--- config.mk ---
export PLATFORM = sky130hd
export DESIGN_NAME = uart_tx_fifo_flat
export DESIGN_NICKNAME = d
export VERILOG_FILES = /design/src/rtl/uart_tx_fifo_if.sv /design/src/rtl/uart_tx_fifo.sv /design/src/flat_wrapper.sv
export SDC_FILE = /design/constraint.sdc
export NUM_CORES = 1
export LEC_CHECK = 0
export CAP_MARGIN = 5
export CELL_PAD_IN_SITES_DETAIL_PLACEMENT = 0
export CELL_PAD_IN_SITES_GLOBAL_PLACEMENT = 1
export CORE_MARGIN = 1.5
export CORE_UTILIZATION = 46
export DETAILED_ROUTE_END_ITERATION = 10
export HOLD_SLACK_MARGIN = 0.03
export PLACE_DENSITY = 0.73
export SLEW_MARGIN = 20
export SYNTH_ARGS = -nofsm -noshare
export SYNTH_HDL_FRONTEND = slang
export SYNTH_SLANG_ARGS = --single-unit
export TNS_END_PERCENT = 30
--- constraint.sdc ---
create_clock -name CLK -period 2.5 [get_ports CLK]
set_input_delay 0.375 -clock CLK [delete_from_list [all_inputs] [get_ports CLK]]
set_output_delay 0.375 -clock CLK [all_outputs]
set_load 0.03 [all_outputs]
--- src/rtl/uart_tx_fifo_if.sv ---
// Host/controller-facing signal bundle for the UART TX show-ahead FIFO.
// P_DATA/DATA_VALID show the head word; a TX_START cycle with DATA_VALID high pops it at that edge.
interface uart_tx_fifo_if #(
  parameter int DATA_WIDTH = 8,
  parameter int DEPTH      = 8
);
  logic [DATA_WIDTH-1:0]  WR_DATA;
  logic                   WR_EN;
  logic                   TX_START;
  logic                   CLR_OVF;
  logic [DATA_WIDTH-1:0]  P_DATA;
  logic                   DATA_VALID;
  logic                   FULL;
  logic                   ALMOST_FULL;
  logic [$clog2(DEPTH):0] COUNT;
  logic                   OVERFLOW;

  modport master (
    output WR_DATA, WR_EN, TX_START, CLR_OVF,
    input  P_DATA, DATA_VALID, FULL, ALMOST_FULL, COUNT, OVERFLOW
  );

  modport slave (
    input  WR_DATA, WR_EN, TX_START, CLR_OVF,
    output P_DATA, DATA_VALID, FULL, ALMOST_FULL, COUNT, OVERFLOW
  );
endinterface

--- src/rtl/uart_tx_fifo.sv ---
// Show-ahead byte FIFO feeding the UART TX frame controller; pops once per TX_START cycle.
module uart_tx_fifo #(
  parameter int DATA_WIDTH = 8,
  parameter int DEPTH      = 8,
  parameter int AF_LEVEL   = 6
) (
  input  logic           CLK,
  input  logic           RST,
  uart_tx_fifo_if.slave  bus
);
  localparam int AW = $clog2(DEPTH);
  localparam int CW = AW + 1;
  localparam logic [CW-1:0] DEPTH_C = CW'(DEPTH);
  localparam logic [CW-1:0] AF_C    = CW'(AF_LEVEL);

  logic [DATA_WIDTH-1:0] mem [DEPTH];
  logic [AW-1:0]         wr_ptr;
  logic [AW-1:0]         rd_ptr;
  logic [CW-1:0]         count_q;
  logic [CW-1:0]         count_nxt;
  logic                  valid_q;
  logic                  full_q;
  logic                  af_q;
  logic                  ovf_q;
  logic                  pop;
  logic                  wa;
  logic                  ovf_set;

  // A write into a full FIFO is still accepted when the head leaves the same cycle.
  assign pop     = bus.TX_START & valid_q;
  assign wa      = bus.WR_EN & (~full_q | pop);
  assign ovf_set = bus.WR_EN & full_q & ~pop;

  always_comb begin
    count_nxt = count_q;
    if (wa && !pop)
      count_nxt = count_q + 1'b1;
    else if (pop && !wa)
      count_nxt = count_q - 1'b1;
  end

  always_ff @(posedge CLK or negedge RST) begin
    if (!RST) begin
      wr_ptr  <= '0;
      rd_ptr  <= '0;
      count_q <= '0;
      valid_q <= 1'b0;
      full_q  <= 1'b0;
      af_q    <= 1'b0;
      ovf_q   <= 1'b0;
    end else begin
      if (wa)
        wr_ptr <= wr_ptr + 1'b1;
      if (pop)
        rd_ptr <= rd_ptr + 1'b1;
      count_q <= count_nxt;
      valid_q <= (count_nxt != '0);
      full_q  <= (count_nxt == DEPTH_C);
      af_q    <= (count_nxt >= AF_C);
      if (ovf_set)
        ovf_q <= 1'b1;
      else if (bus.CLR_OVF)
        ovf_q <= 1'b0;
    end
  end

  // Storage carries no reset; stale entries are never visible while DATA_VALID is low.
  always_ff @(posedge CLK) begin
    if (wa)
      mem[wr_ptr] <= bus.WR_DATA;
  end

  assign bus.P_DATA      = mem[rd_ptr];
  assign bus.DATA_VALID  = valid_q;
  assign bus.FULL        = full_q;
  assign bus.ALMOST_FULL = af_q;
  assign bus.COUNT       = count_q;
  assign bus.OVERFLOW    = ovf_q;
endmodule

--- src/flat_wrapper.sv ---
// flat-port wrapper written by rule: the top's interface ports become plain ports
module uart_tx_fifo_flat 
#(
  parameter int DATA_WIDTH = 8,
  parameter int DEPTH      = 8,
  parameter int AF_LEVEL   = 6
)
  (CLK, RST, bus_WR_DATA, bus_WR_EN, bus_TX_START, bus_CLR_OVF, bus_P_DATA, bus_DATA_VALID, bus_FULL, bus_ALMOST_FULL, bus_COUNT, bus_OVERFLOW);
  uart_tx_fifo_if #(.DATA_WIDTH(DATA_WIDTH), .DEPTH(DEPTH)) bus_i ();
  input  logic CLK;
  input  logic RST;
  input wire logic [$bits(bus_i.WR_DATA)-1:0] bus_WR_DATA;
  input wire logic [$bits(bus_i.WR_EN)-1:0] bus_WR_EN;
  input wire logic [$bits(bus_i.TX_START)-1:0] bus_TX_START;
  input wire logic [$bits(bus_i.CLR_OVF)-1:0] bus_CLR_OVF;
  output wire logic [$bits(bus_i.P_DATA)-1:0] bus_P_DATA;
  output wire logic [$bits(bus_i.DATA_VALID)-1:0] bus_DATA_VALID;
  output wire logic [$bits(bus_i.FULL)-1:0] bus_FULL;
  output wire logic [$bits(bus_i.ALMOST_FULL)-1:0] bus_ALMOST_FULL;
  output wire logic [$bits(bus_i.COUNT)-1:0] bus_COUNT;
  output wire logic [$bits(bus_i.OVERFLOW)-1:0] bus_OVERFLOW;
  assign bus_i.WR_DATA = bus_WR_DATA;
  assign bus_i.WR_EN = bus_WR_EN;
  assign bus_i.TX_START = bus_TX_START;
  assign bus_i.CLR_OVF = bus_CLR_OVF;
  assign bus_P_DATA = bus_i.P_DATA;
  assign bus_DATA_VALID = bus_i.DATA_VALID;
  assign bus_FULL = bus_i.FULL;
  assign bus_ALMOST_FULL = bus_i.ALMOST_FULL;
  assign bus_COUNT = bus_i.COUNT;
  assign bus_OVERFLOW = bus_i.OVERFLOW;
  uart_tx_fifo #(.DATA_WIDTH(DATA_WIDTH), .DEPTH(DEPTH), .AF_LEVEL(AF_LEVEL)) u_core (.CLK(CLK), .RST(RST), .bus(bus_i));
endmodule
After elaboration in Yosys (flattened, before gate mapping)
Memory sizes are Yosys's and may differ from the RTL's.
Cells that the tools add are included.
{ "word_totals": {"n_memories": 1, "ff_bits": 14, "out_inout_bits": 16, "ram_bits": 64, "word_cells": 33} }
{ "op_classes": {"bitwise": 7, "mux": 6, "order_cmp": 1, "n_reduce_logical": 6, "n_addsub": 4, "n_eq_ne": 1} }
{ "memory_table": {"columns": ["memory", "depth", "width", "read_ports", "rd_ports_with_merged_regs", "write_ports", "line_no", "text"], "rows": [
  ["u_core.mem", 8, 8, 1, 0, 1, "uart_tx_fifo.sv:16", "logic [DATA_WIDTH-1:0] mem [DEPTH];"]
]} }
{ "op_table": {"columns": ["op", "n"], "rows": [
  ["$mux 4", 2],
  ["$add 3x1->3 const B", 2],
  ["$add 4x1->4 const B", 1],
  ["$and 1x1->1", 4],
  ["$eq 4x4->1 const B", 1],
  ["$ge 4x3->1 const B", 1],
  ["$mux 1", 4],
  ["$reduce_bool 4->1", 1],
  ["$sub 4x1->4 const B", 1],
  ["$logic_and 1x1->1", 2],
  ["$logic_not 1->1", 2],
  ["$not 1->1", 2],
  ["$reduce_bool 2->1", 1],
  ["$or 1x1->1", 1]
]} }

Depth between registers and ports, before layout
Gate-level depths: netlist of the first run.
{ "logic_depth": {"ltp_word": 8, "mapped_depth": 6, "mapped_depth_nobuf": 6} }

Worst setup path after synthesis of the first run
No wires, ideal clock.
{ "synth_path": {"kind": "register to register", "start": "reg u_core.valid_q, in the netlist u_core.bus.DATA_VALID", "end": "mem u_core.mem[1][0], enable pin", "path_stages_with_launch": 5, "n_path_buf": 0, "t_arrival_ns": 2.023, "path_slack_ns": 0.094, "period_less_slack_ns": 2.406, "setup_ns": 0.383, "cell_sequence": "dfrtp_1 nand2_1 a21boi_0 nand2_1 nor3_1"} }
{ "synth_between": {"elab_chain_len": 5} }
{ "synth_rtl": {"columns": ["item", "line_no", "text"], "rows": [
  ["start: declaration", "uart_tx_fifo.sv:21", "logic valid_q;"],
  ["start signal: assignment", "uart_tx_fifo.sv:57", "valid_q <= (count_nxt != '0);"],
  ["$and 1x1->1", "uart_tx_fifo.sv:30", "assign pop = bus.TX_START & valid_q;"],
  ["$or 1x1->1", "uart_tx_fifo.sv:31", "assign wa = bus.WR_EN & (~full_q | pop);"],
  ["$and 1x1->1", "uart_tx_fifo.sv:31", null],
  ["$mux 1", "uart_tx_fifo.sv:69", "if (wa)"],
  ["$mux 1 (implied by the code)", "uart_tx_fifo.sv:70", "mem[wr_ptr] <= bus.WR_DATA;"],
  ["end: declaration", "uart_tx_fifo.sv:16", null]
]} }
No other way between the ends.

Worst setup path in the final report of the first run
{ "layout_path": {"start": "reg u_core.rd_ptr[0]", "end": "out bus_P_DATA[1]"} }
{ "layout_between": {"elab_chain_len": 1} }
{ "layout_rtl": {"columns": ["item", "line_no", "text"], "rows": [
  ["start: declaration", "uart_tx_fifo.sv:18", "logic [AW-1:0] rd_ptr;"],
  ["start signal: assignment", "uart_tx_fifo.sv:55", "rd_ptr <= rd_ptr + 1'b1;"],
  ["$mem_v2 8x8", null, null],
  ["end: declaration", "flat_wrapper.sv:16", "output wire logic [$bits(bus_i.P_DATA)-1:0] bus_P_DATA;"]
]} }
No other way between the ends.

==> results of run 1 <==
-- report_power, final --
| part | switching (mW) | internal, mW | total [mW] | leakage [nW] |
|---|---|---|---|---|
| logic | 0.956 | 0.957 | 1.91 | 0.537 |
| registers | 0.184 | 1.67 | 1.86 | 0.747 |
| clock network | 0.440 | 0.560 | 1.00 | 0.106 |
| total | 1.58 | 3.19 | 4.77 | 1.39 |
-- stage by stage --
| step | cell area (µm²) | worst slack [ns] | utilization (%) | std cells |
|---|---|---|---|---|
| floorplan | 3150 | 0.0938 | - | 166 |
| detailed placement | 3630 | 0.131 | 55.9 | 281 |
| global placement | 3630 | 0.155 | 55.9 | 281 |
| CTS | 3880 | -0.0226 | 59.7 | 302 |
| finish | 3890 | 0.0539 | 60.0 | 302 |
| global route | 3890 | -0.0471 | 60.0 | 302 |
-- layer usage --
layer,vias up,track usage (%),part of all wire (%)
li1,767,-,-
met1,855,23.4,45
met2,36,28.1,49
met3,9,5.87,4.1
met4,0,6.60,1.4
met5,-,0,0
-- logic make-up after synthesis --
group	after synthesis
fa+ha+maj	4
compound gates	10
flops	78
mux	26
xor+xnor	5
buf+inv	10
simple gates	33
-- worst max path at each step --
stage | start | endpoint | depth (start not counted)
2_1_floorplan | u_core.bus.DATA_VALID | u_core.mem[1][0] | 4
3_3_place_gp | u_core.rd_ptr[0] | bus_P_DATA[0] | 4
3_5_place_dp | u_core.rd_ptr[0] | bus_P_DATA[1] | 4
4_1_cts | u_core.rd_ptr[0] | bus_P_DATA[0] | 5
5_1_grt | u_core.rd_ptr[0] | bus_P_DATA[6] | 5
6_report | u_core.rd_ptr[0] | bus_P_DATA[1] | 5
-- placed cells by master (no fill, tap or decap), drive strengths merged, types with 2 or more instances in the layout --
cell type      count
nand2b             3
edfxtp            64
nand3              4
clkinv             3
o211ai             3
clkdlybuf4s15      3
xnor2              4
nand3b             2
bufinv             2
nor3               2
dlygate4sd2        2
a21boi             2
inv                5
clkdlybuf4s50     20
clkbuf            10
nor2               6
ha                 4
buf               23
mux2              10
mux4              16
dfrtp             14
nand2              9
-- state kept, by name, summed over array words and instances (netlist names) --
| signal | count |
|---|---|
| u_core.wr_ptr | 3 |
| u_core.mem | 64 |
| u_core.bus.OVERFLOW | 1 |
| u_core.rd_ptr | 3 |
| u_core.bus.ALMOST_FULL | 1 |
| u_core.bus.FULL | 1 |
| u_core.bus.DATA_VALID | 1 |
| u_core.bus.COUNT | 4 |
-- timing repair --
item	CTS	global route
resized for setup	19	8
buffers inserted	5	0
pin swaps	0	0
setup endpoints to repair	7	5
-- cell type report --
type,count,area [µm²]
repair buffers,48,463
fillers,467,2600
flip-flops and latches,78,2270
inverters,5,18.8
clock inverters,6,86.3
well taps,77,96.3
multi-input cells,78,831
clock buffers,10,128
==> metrics.txt, run 1 <==
Area growth, synth to finish 23.7%; Worst Setup Start Kind register; Final #Nets 237; FF-to-FF End u_core.bus.DATA_VALID; ANT cells 0; period utilization 97.8%; antenna violations before repair 0; CTS sink cnt 78; post-route DRC violation count 0; routability cong. 0.757; setup TNS 0 ns; Mapped Area 0.00315 mm²; Post-Syn Instances 166; WHS 0.432 ns; total gr overflow 0; FFs w/ async S/R, synth 17.9%; IO buf count 28; Tightest Pin Transition 0.669 ns; Seq/Total Area, Yosys 72.1%; R2R cell count 6; Final ANT Viol Nets 0; CP bufs+invs 3; Routed WL per cell 19.2 µm; vias in the first global route 1740; syn nets 183; Initial Util 48.5%; final hold vios 0; Setup CP Type register to primary output; full die area 0.00735 mm²; Setup Viol. Count Final 0; Critical Path Sink Type primary output; IO Pins 29; share of cells above drive strength 1 31.1%; total number of vias 1667; H-tree Lvls 3; number of synthesized flops with an enable pin 64; maximum clock path buffer count 2; commonest register cell after synthesis edfxtp_1; Die Wd 85.7 µm; status completed; Pleak 1.39 nW; mux contribution to synthesized area 15.0%; largest net degree at the start of global routing 19; Vias per Instance 5.52; post-synthesis simple-gate area fraction 5.60%; 1st-iter DRT viols 85; mean post-synth cell area 19.0 µm²; maxcap violations 0; first-pass GRT wire length 9300 µm; aggregate global-route resource usage 17.9%; slowest stage delay, CP 0.50 ns; max-slew violation count 0; Reg2Reg Setup Slack 0.66 ns; adder-cell share of the synthesized area 1.59%; Area contributors post-synth edfxtp_1 (61%), mux4_2 (11%), dfrtp_1 (11%); top-area cell type share of the netlist area 61.0%; overall power 4.77 mW; Final Skew 0.00681 ns; Synth Area in XOR/XNOR 1.39%; Final HPWL DP 3780 µm; slowest library cell on the worst path mux4_2; clock slew at reported path FFs 0.08 ns; core box area 0.00649 mm²; RSZ-0062 raised after global routing true; cells along the critical path buf_12 > buf_8 > mux4_2 > mux2_2 > clkdlybuf4s15_2; CTS tree built; cts hold-fix bufs 0; Max transition margin 55.2%; yosys warns 0; fin crit period 2.45 ns; DR pass1 iterations 4; PD cells 1230 mW/mm²; Worst-Skew Late Latency 0.35 ns; Synth area leader edfxtp_1; fmax 409 MHz; Die Height 85.7 µm; CP Max Fanout 6; dominant cell by count in the synthesized netlist edfxtp_1; Worst Path Required 2.12 ns; FF-to-FF Start u_core.bus.COUNT[1]; DRT Wirelength 5810 µm; HP Class input pin to asynchronous set/reset pin; # rows 29; cell family with most CP delay multiplexers; clk root buf clkbuf_8; crit path DAT 2.07 ns; synth cell count leaders edfxtp_1 (64), mux4_2 (16), dfrtp_1 (14); Synth cell types 32; #FFs+latches synth 78; largest family of logic cells by synthesized area multiplexers; total CTS buffers 9; Peak VDD IR 0.704 mV; Synth Area in Compound Gates 2.66%
No activity file was read; power rests on OpenSTA's default activity.
==> run 2, diff against run 1 <==
Settings changed: ABC_AREA set to 1, CORE_UTILIZATION 46 to 45, PLACE_DENSITY 0.73 to 0.76, RECOVER_POWER set to 25.
==> metrics.txt, run 2 <==
Max transition margin 56.4%; IO buf count 28; total CTS buffers 9; post-route DRC violation count 0; final hold vios 0; max-slew violation count 0; Die Height 88.4 µm; Area growth, synth to finish 23.3%; Final ANT Viol Nets 0; ANT cells 0; R2R cell count 6; maxcap violations 0; syn nets 312; synth cell count leaders edfxtp_1 (64), nor2_1 (58), nand2_1 (53); net switching power 1.91 mW; DRT Wirelength 6650 µm; Die Wd 88.4 µm; antenna violations before repair 0; most common cell after layout, fill and taps aside edfxtp_1; Synth cell types 23; Synth area leader edfxtp_1; Initial Util 47.5%; FF-to-FF End u_core.mem[4][0]; status completed; HP Class input pin to asynchronous set/reset pin; fmax 443 MHz; Pleak 1.62 nW; crit path DAT 1.88 ns; CTS tree built; maximum clock path buffer count 2; setup TNS 0 ns; Sw Share 37.6%; RSZ-0062 raised after global routing false; Reg2Reg Setup Slack 0.88 ns; commonest register cell after synthesis edfxtp_1; 1st-iter DRT viols 158; FF-to-FF Start u_core.bus.DATA_VALID; Flop pwr share 34.8%; clock slew at reported path FFs 0.08 ns; overall power 5.09 mW; Setup CP Type register to primary output; Mapped Area 0.00328 mm²; Peak VDD IR 0.572 mV; Clk pwr share 24.5%; Vias per Instance 4.91; DR pass1 iterations 4; mean post-synth cell area 11.1 µm²; Worst Path Required 2.12 ns; cell-internal power 3.18 mW; aggregate global-route resource usage 19.0%; Logic pwr share 40.7%; largest net degree at the start of global routing 33; Post-Syn Instances 295; CP Max Fanout 20; max FFs per register 64; # rows 30; total gr overflow 0; PD cells 1260 mW/mm²; Worst-Skew Late Latency 0.36 ns; period utilization 90.3%; Worst Setup Start Kind register; yosys warns 0; Final #Nets 357; Tightest Pin Transition 0.652 ns; FFs w/ async S/R, synth 17.9%; fin util 58.6%; #FFs+latches synth 78; total number of vias 2166; Setup Viol. Count Final 0; Final Skew 0.00825 ns; share of cells above drive strength 1 13.9%; IO Pins 29; Setup Buffers After CTS 0; routability cong. 0.766; full die area 0.00781 mm²; Routed WL per cell 15.1 µm; CTS sink cnt 78; number of synthesized flops with an enable pin 64; commonest non-fill, non-tap cells in the layout edfxtp_1 (64), nor2_1 (58), nand2_1 (53), o21ai_0 (28), o21ai_1 (22); Area contributors post-synth edfxtp_1 (59%), dfrtp_1 (11%), nor2_1 (6.6%); clk root buf clkbuf_8; Non-Filler Instances 441; top-area cell type share of the netlist area 58.6%; Final HPWL DP 4330 µm; fin crit period 2.26 ns; vias in the first global route 2063; Critical Path Sink Type primary output; dpl cells 425; cts hold-fix bufs 0; dominant cell by count in the synthesized netlist edfxtp_1; core box area 0.00691 mm²; Seq/Total Area, Yosys 69.3%; H-tree Lvls 3; first-pass GRT wire length 10600 µm; Biggest register u_core.mem
-- run 2: cell count changes in the layout (fill, tap and decap cells not counted), moves of 6 or more --
cell | previous run | this run
nor2_1 | 6 | 58
o21ai_1 | 0 | 22
nand2_1 | 9 | 53
mux4_2 | 16 | 0
dlymetal6s2s_1 | 0 | 7
clkdlybuf4s50_1 | 20 | 14
mux2_2 | 9 | 0
dlygate4sd3_1 | 0 | 6
o21ai_0 | 1 | 28
inv_1 | 5 | 12
-- run 2: final cells by class --
| cell class | count | area, µm² |
|---|---|---|
| fillers | 594 | 2860 |
| flip-flops and latches | 78 | 2270 |
| multi-input cells | 188 | 883 |
| repair buffers | 44 | 429 |
| clock inverters | 7 | 145 |
| clock buffers | 9 | 124 |
| well taps | 96 | 120 |
| inverters | 19 | 71.3 |
-- run 2: per-stage QoR --
step | setup slack, ns | hold WS (ns) | cell area, µm²
finish | 0.243 | 0.416 | 4050
global route | 0.128 | 0.461 | 4050
CTS | 0.0237 | 0.434 | 4030
detailed placement | 0.363 | 0.519 | 3760
global placement | 0.399 | 0.525 | 3760
floorplan | 0.623 | 0.0794 | 3280
-- run 2: cell families (layout without fill, tap and decap cells) --
| logic type | count (synthesis) | in the layout | share of synthesized area (%) |
|---|---|---|---|
| AOI/OAI and AO/OA | 52 | 52 | 8.16 |
| xor gates and xnor gates | 4 | 4 | 1.07 |
| adders and majority gates | 4 | 4 | 1.53 |
| buffers and inverters | 29 | 79 | 3.78 |
| DFF | 78 | 78 | 69.3 |
| and+or+nand+nor | 128 | 128 | 16.2 |
-- run 2: worst max-delay path by stage --
stage                          startpoint  slack (ns)                to  cells past startpoint
floorplan           u_core.bus.DATA_VALID        0.62  u_core.mem[4][0]                      5
global placement         u_core.rd_ptr[0]        0.40     bus_P_DATA[5]                      7
detailed placement       u_core.rd_ptr[0]        0.36     bus_P_DATA[5]                      7
CTS                      u_core.rd_ptr[0]        0.02     bus_P_DATA[1]                      8
global route             u_core.rd_ptr[0]        0.13     bus_P_DATA[5]                      7
finish                   u_core.rd_ptr[0]        0.24     bus_P_DATA[5]                      7
-- run 2: power by group through the flow --
stage	combinational [mW]	sequential, mW	clock [mW]
after floorplan	1.27	1.88	0
final	2.07	1.77	1.25
after detailed placement	2.13	1.80	0
after CTS	2.13	1.77	1.26
after global placement	2.12	1.80	0
after global routing	2.32	1.80	1.31
-- run 2: worst max-delay path, stage by stage, from the launching register on --
cell	delay, ns
dfrtp_1	0.43
inv_2	0.07
buf_4	0.24
nor2_1	0.06
o21ai_0	0.18
nand2_1	0.08
nand2_1	0.07
dlygate4sd2_1	0.39
-- run 2: metal layers --
| layer | track usage, % | wire [µm] | share of wire (%) | vias up |
|---|---|---|---|---|
| met5 | 0 | 0 | 0 | - |
| met4 | 8.52 | 136 | 2.0 | 0 |
| met3 | 3.92 | 270 | 4.1 | 13 |
| met2 | 28.4 | 3030 | 46 | 44 |
| met1 | 26.9 | 3210 | 48 | 1020 |
| li1 | - | - | - | 1089 |
-- run 2: timing repair --
item	in CTS	in global routing
resized for setup	1	7
hold endpoints to repair	0	0
setup endpoints to repair	1	7
==> run 3, diff against run 2 <==
Settings changed: MAX_ROUTING_LAYER set to met4.
==> metrics.txt, run 3 (same netlist as run 2, synthesis figures left out) <==
most common cell after layout, fill and taps aside edfxtp_1; IO Pins 29; full die area 0.00781 mm²; final hold vios 0; Setup Viol. Count Final 0; Worst-Skew Late Latency 0.36 ns; IO buf count 28; most used cell, CP nand2_1; 1st-iter DRT viols 171; Max transition margin 56.4%; crit path DAT 1.88 ns; Final Skew 0.00771 ns; Setup CP Type register to primary output; overall power 5.09 mW; RSZ-0062 raised after global routing false; Die Wd 88.4 µm; routability cong. 0.777; core box area 0.00691 mm²; post-route setup slack 0.250 ns; WHS 0.417 ns; period utilization 90.0%; FILL cells 594; CP Max Fanout 20; cells along the critical path inv_2 > buf_4 > nor2_1 > o21ai_0 > nand2_1 > nand2_1 > dlygate4sd2_1; Die Height 88.4 µm; share of cells above drive strength 1 13.9%; Area growth, synth to finish 23.3%; total CTS buffers 9; Vias per Instance 4.93; Routed WL per cell 15.0 µm; maximum clock path buffer count 2; clk root buf clkbuf_8; largest net degree at the start of global routing 33; aggregate global-route resource usage 19.5%; Final Instance Area 0.00405 mm²; PD cells 1260 mW/mm²; Biggest register u_core.mem; max FFs per register 64; CTS sink cnt 78; status completed; fmax 444 MHz; slowest stage delay, CP 0.42 ns; clock slew at reported path FFs 0.08 ns; maxcap violations 0; antenna violations before repair 0; pre-CTS WS 0.363 ns; HP Class input pin to asynchronous set/reset pin; Final #Nets 357; commonest non-fill, non-tap cells in the layout edfxtp_1 (64), nor2_1 (58), nand2_1 (53), o21ai_0 (28), o21ai_1 (22); setup TNS 0 ns; total number of vias 2176; DRT Wirelength 6640 µm; total gr overflow 0; Reg2Reg Setup Slack 0.88 ns; Worst Setup Start Kind register; DR pass1 iterations 5; first-pass GRT wire length 10600 µm; slowest library cell on the worst path dfrtp_1; Pleak 1.62 nW; cell family with most CP delay buffers and inverters; cts hold-fix bufs 0; post-route DRC violation count 0; Resize count post-CTS 1; Cell Area, Placed 0.00376 mm²; Initial Util 47.5%; Final ANT Viol Nets 0; vias in the first global route 2063; ANT cells 0; fin crit period 2.25 ns; Final HPWL DP 4330 µm; CTS tree built; Peak VDD IR 0.572 mV; Worst Path Required 2.12 ns; # rows 30; max-slew violation count 0; Setup Buffers After CTS 0; CP bufs+invs 3; H-tree Lvls 3; Tightest Pin Transition 0.653 ns; Critical Path Sink Type primary output
[run 3: cell counts in the layout (fill, tap and decap cells not counted)]
Identical to the previous run, type by type.
[run 3: worst paths after layout]
path / startpoint / cells after the start / to
min in group CLK: u_core.bus.OVERFLOW / 2 / u_core.bus.OVERFLOW
hold / removal: RST / 1 / u_core.bus.FULL
setup reg to reg: u_core.bus.DATA_VALID / 6 / u_core.mem[4][0]
hold reg to reg: u_core.bus.OVERFLOW / 2 / u_core.bus.OVERFLOW
max in group asynchronous: RST / 1 / u_core.wr_ptr[0]
setup / recovery: u_core.rd_ptr[0] / 7 / bus_P_DATA[5]
[run 3: cell type report]
type | count | area, µm² | area share, %
inverter | 19 | 71.3 | 1.76
sequential | 78 | 2270 | 56.2
clock inverter | 7 | 145 | 3.59
clock buffer | 9 | 124 | 3.06
timing repair buffer | 44 | 429 | 10.6
tap | 96 | 120 | 2.97
multi-input combinational | 188 | 883 | 21.8
[run 3: stage by stage]
stage | utilization [%] | std cells
6_report | 58.6 | 441
5_1_grt | 58.6 | 441
4_1_cts | 58.3 | 441
3_5_place_dp | 54.4 | 425
3_3_place_gp | 54.4 | 425
2_1_floorplan | - | 295
[run 3: power breakdown]
group	leakage (nW)	switching [mW]	internal (mW)	total [mW]
Clock	0.130	0.477	0.769	1.25
Sequential	0.743	0.119	1.65	1.77
Combinational	0.747	1.32	0.757	2.07
[run 3: layer usage]
metal,share of wire (%),global-route usage [%],vias up
li1,-,-,1088
met1,47,26.7,1027
met2,46,28.5,49
met3,5.0,3.82,12
met4,1.8,8.52,0
met5,0,-,-
==> RTL edit: new RTL, config.mk and constraints of run 1 <==
`DEPTH` is set to 8 in 3 places; all go to 4.
--- a/src/rtl/uart_tx_fifo_if.sv
+++ b/src/rtl/uart_tx_fifo_if.sv
@@ -2,7 +2,7 @@
 // P_DATA/DATA_VALID show the head word; a TX_START cycle with DATA_VALID high pops it at that edge.
 interface uart_tx_fifo_if #(
   parameter int DATA_WIDTH = 8,
-  parameter int DEPTH      = 8
+  parameter int DEPTH      = 4
 );
   logic [DATA_WIDTH-1:0]  WR_DATA;
   logic                   WR_EN;
--- a/src/rtl/uart_tx_fifo.sv
+++ b/src/rtl/uart_tx_fifo.sv
@@ -1,7 +1,7 @@
 // Show-ahead byte FIFO feeding the UART TX frame controller; pops once per TX_START cycle.
 module uart_tx_fifo #(
   parameter int DATA_WIDTH = 8,
-  parameter int DEPTH      = 8,
+  parameter int DEPTH      = 4,
   parameter int AF_LEVEL   = 6
 ) (
   input  logic           CLK,
--- a/src/flat_wrapper.sv
+++ b/src/flat_wrapper.sv
@@ -2,7 +2,7 @@
 module uart_tx_fifo_flat 
 #(
   parameter int DATA_WIDTH = 8,
-  parameter int DEPTH      = 8,
+  parameter int DEPTH      = 4,
   parameter int AF_LEVEL   = 6
 )
   (CLK, RST, bus_WR_DATA, bus_WR_EN, bus_TX_START, bus_CLR_OVF, bus_P_DATA, bus_DATA_VALID, bus_FULL, bus_ALMOST_FULL, bus_COUNT, bus_OVERFLOW);
Interface: changed (resized bus_COUNT); port bits go from 29 to 28. The function was not compared with the original's and may differ.
==> RTL edit against run 1 <==
  * Worst setup slack improved by 0.13 ns
  * Synthesized cell count decreased by 45%
  * Register-to-register slack better by 0.21 ns
  * Critical path depth shrank 2
  * Wire length is 54% lower
  * Total power fell by 46%
  * Design area decreased by 44%
  * Combinational power fell by 43%
  * Sequential power is 42% lower
  * Synthesized area is 45% lower
  * Sequential cell count decreased by 35
  * First-iteration DRC count shrank 61%
  * Count of clock-buffer cells in the layout shrank 5
  * Largest cell class unchanged
  * Largest power group unchanged
==> RTL edit: results (changes against run 1) <==
outcome=finished clean (unchanged); synth cell count leaders=edfxtp_1 (32), dfrtp_1 (11), mux4_2 (8), ha_1 (6), inv_1 (6) (was edfxtp_1 (64), mux4_2 (16), dfrtp_1 (14), mux2_2 (10), nand2_1 (9)); Seq/Total Area, Yosys=0.710 (was 0.721); total number of H-tree levels=2 (was 3); # nets final=145 (was 237); Post-DP Area=2080 um^2 (was 3630 um^2); Initial DRC Count=33 (was 85); Leak=0.773 nW (was 1.39 nW); Skew-Pair Late Insertion Delay=0.30 ns (was 0.35 ns); vias in the first global route=909 (was 1,740); number of port buffers=27 (was 28); Cell variety after synth=26 (was 32); Worst IR Drop VDD=0.000546 V (was 0.000704 V); HPWL Detailed=1.98 mm (was 3.78 mm); routability cong.=0.687 (was 0.757); number of flops mapped to enable cells by yosys=32 (was 64); syn_nets=111 (was 183); first-pass GRT wire length=4.46 mm (was 9.30 mm); GRT Util Overall=0.150 (was 0.179); max FFs per register=32 (was 64); arrival time worst endpoint=1.94 ns (was 2.07 ns); worst slew pin tran=0.501 ns (was 0.669 ns); largest net degree at the start of global routing=15 (was 19); share of layout cells above drive strength 1=0.181 (was 0.311); minimum hold slack=0.415 ns (was 0.432 ns)
-- RTL edit: changes by cell type after synthesis, sizes merged, moves of 3 or more --
cell	change
and2	+4
o211ai	-3
mux2	-10
mux4	-8
dfrtp	-3
nor2	-6
nand2	-7
nand2b	-3
edfxtp	-32
-- RTL edit: logic make-up (layout without fill, tap and decap cells) --
kind of cell | Yosys count | count (layout) | synth area share
flops | 43 | 43 | 0.710
simple gates | 14 | 14 | 0.0518
compound gates | 8 | 8 | 0.0439
mux | 8 | 8 | 0.104
buf+inv | 8 | 43 | 0.0180
fa+ha+maj | 6 | 6 | 0.0431
xor+xnor | 5 | 5 | 0.0295
-- RTL edit: area by class of cell --
| class | instances | area [um^2] | area share |
|---|---|---|---|
| clock inverter | 3 | 20.0 | 0.00924 |
| timing repair buffer | 29 | 285 | 0.132 |
| multi-input combinational | 41 | 473 | 0.218 |
| clock buffer | 5 | 68.8 | 0.0318 |
| inverter | 6 | 22.5 | 0.0104 |
| tap | 48 | 60.1 | 0.0277 |
| sequential | 43 | 1240 | 0.571 |
-- RTL edit: through the flow --
step,worst slack (ns),std cells
global route,0.108,175
detailed placement,0.350,167
finish,0.187,175
global placement,0.375,167
floorplan,0.793,92
CTS,0.151,175
-- RTL edit: final timing paths --
path	from	to	cells after the start
max	u_core.rd_ptr[0]	bus_P_DATA[5]	3
min	RST	u_core.bus.COUNT[2]	1
max in group asynchronous	RST	u_core.rd_ptr[0]	1
max reg2reg	u_core.bus.COUNT[1]	u_core.bus.DATA_VALID	5
min reg2reg	u_core.bus.OVERFLOW	u_core.bus.OVERFLOW	2
min in group CLK	u_core.bus.OVERFLOW	u_core.bus.OVERFLOW	2
-- RTL edit: critical path, stage by stage, from the launching register on --
cell             delay [ns]
dfrtp_1                0.35
buf_4                  0.18
mux4_2                 0.51
clkdlybuf4s50_1        0.61
-- RTL edit: layer usage --
layer  GRT usage  wire, um  vias to the layer above
li1            -         -                      417
met1       0.204      1270                      414
met2       0.220      1240                       14
met3      0.0521        97                        6
met4      0.0638        47                        0
met5           0         0                        -
-- RTL edit: where the power goes --
| part | internal [mW] | switching [mW] |
|---|---|---|
| Sequential | 0.955 | 0.112 |
| Clock | 0.194 | 0.234 |
| Combinational | 0.507 | 0.576 |
| Total | 1.66 | 0.922 |
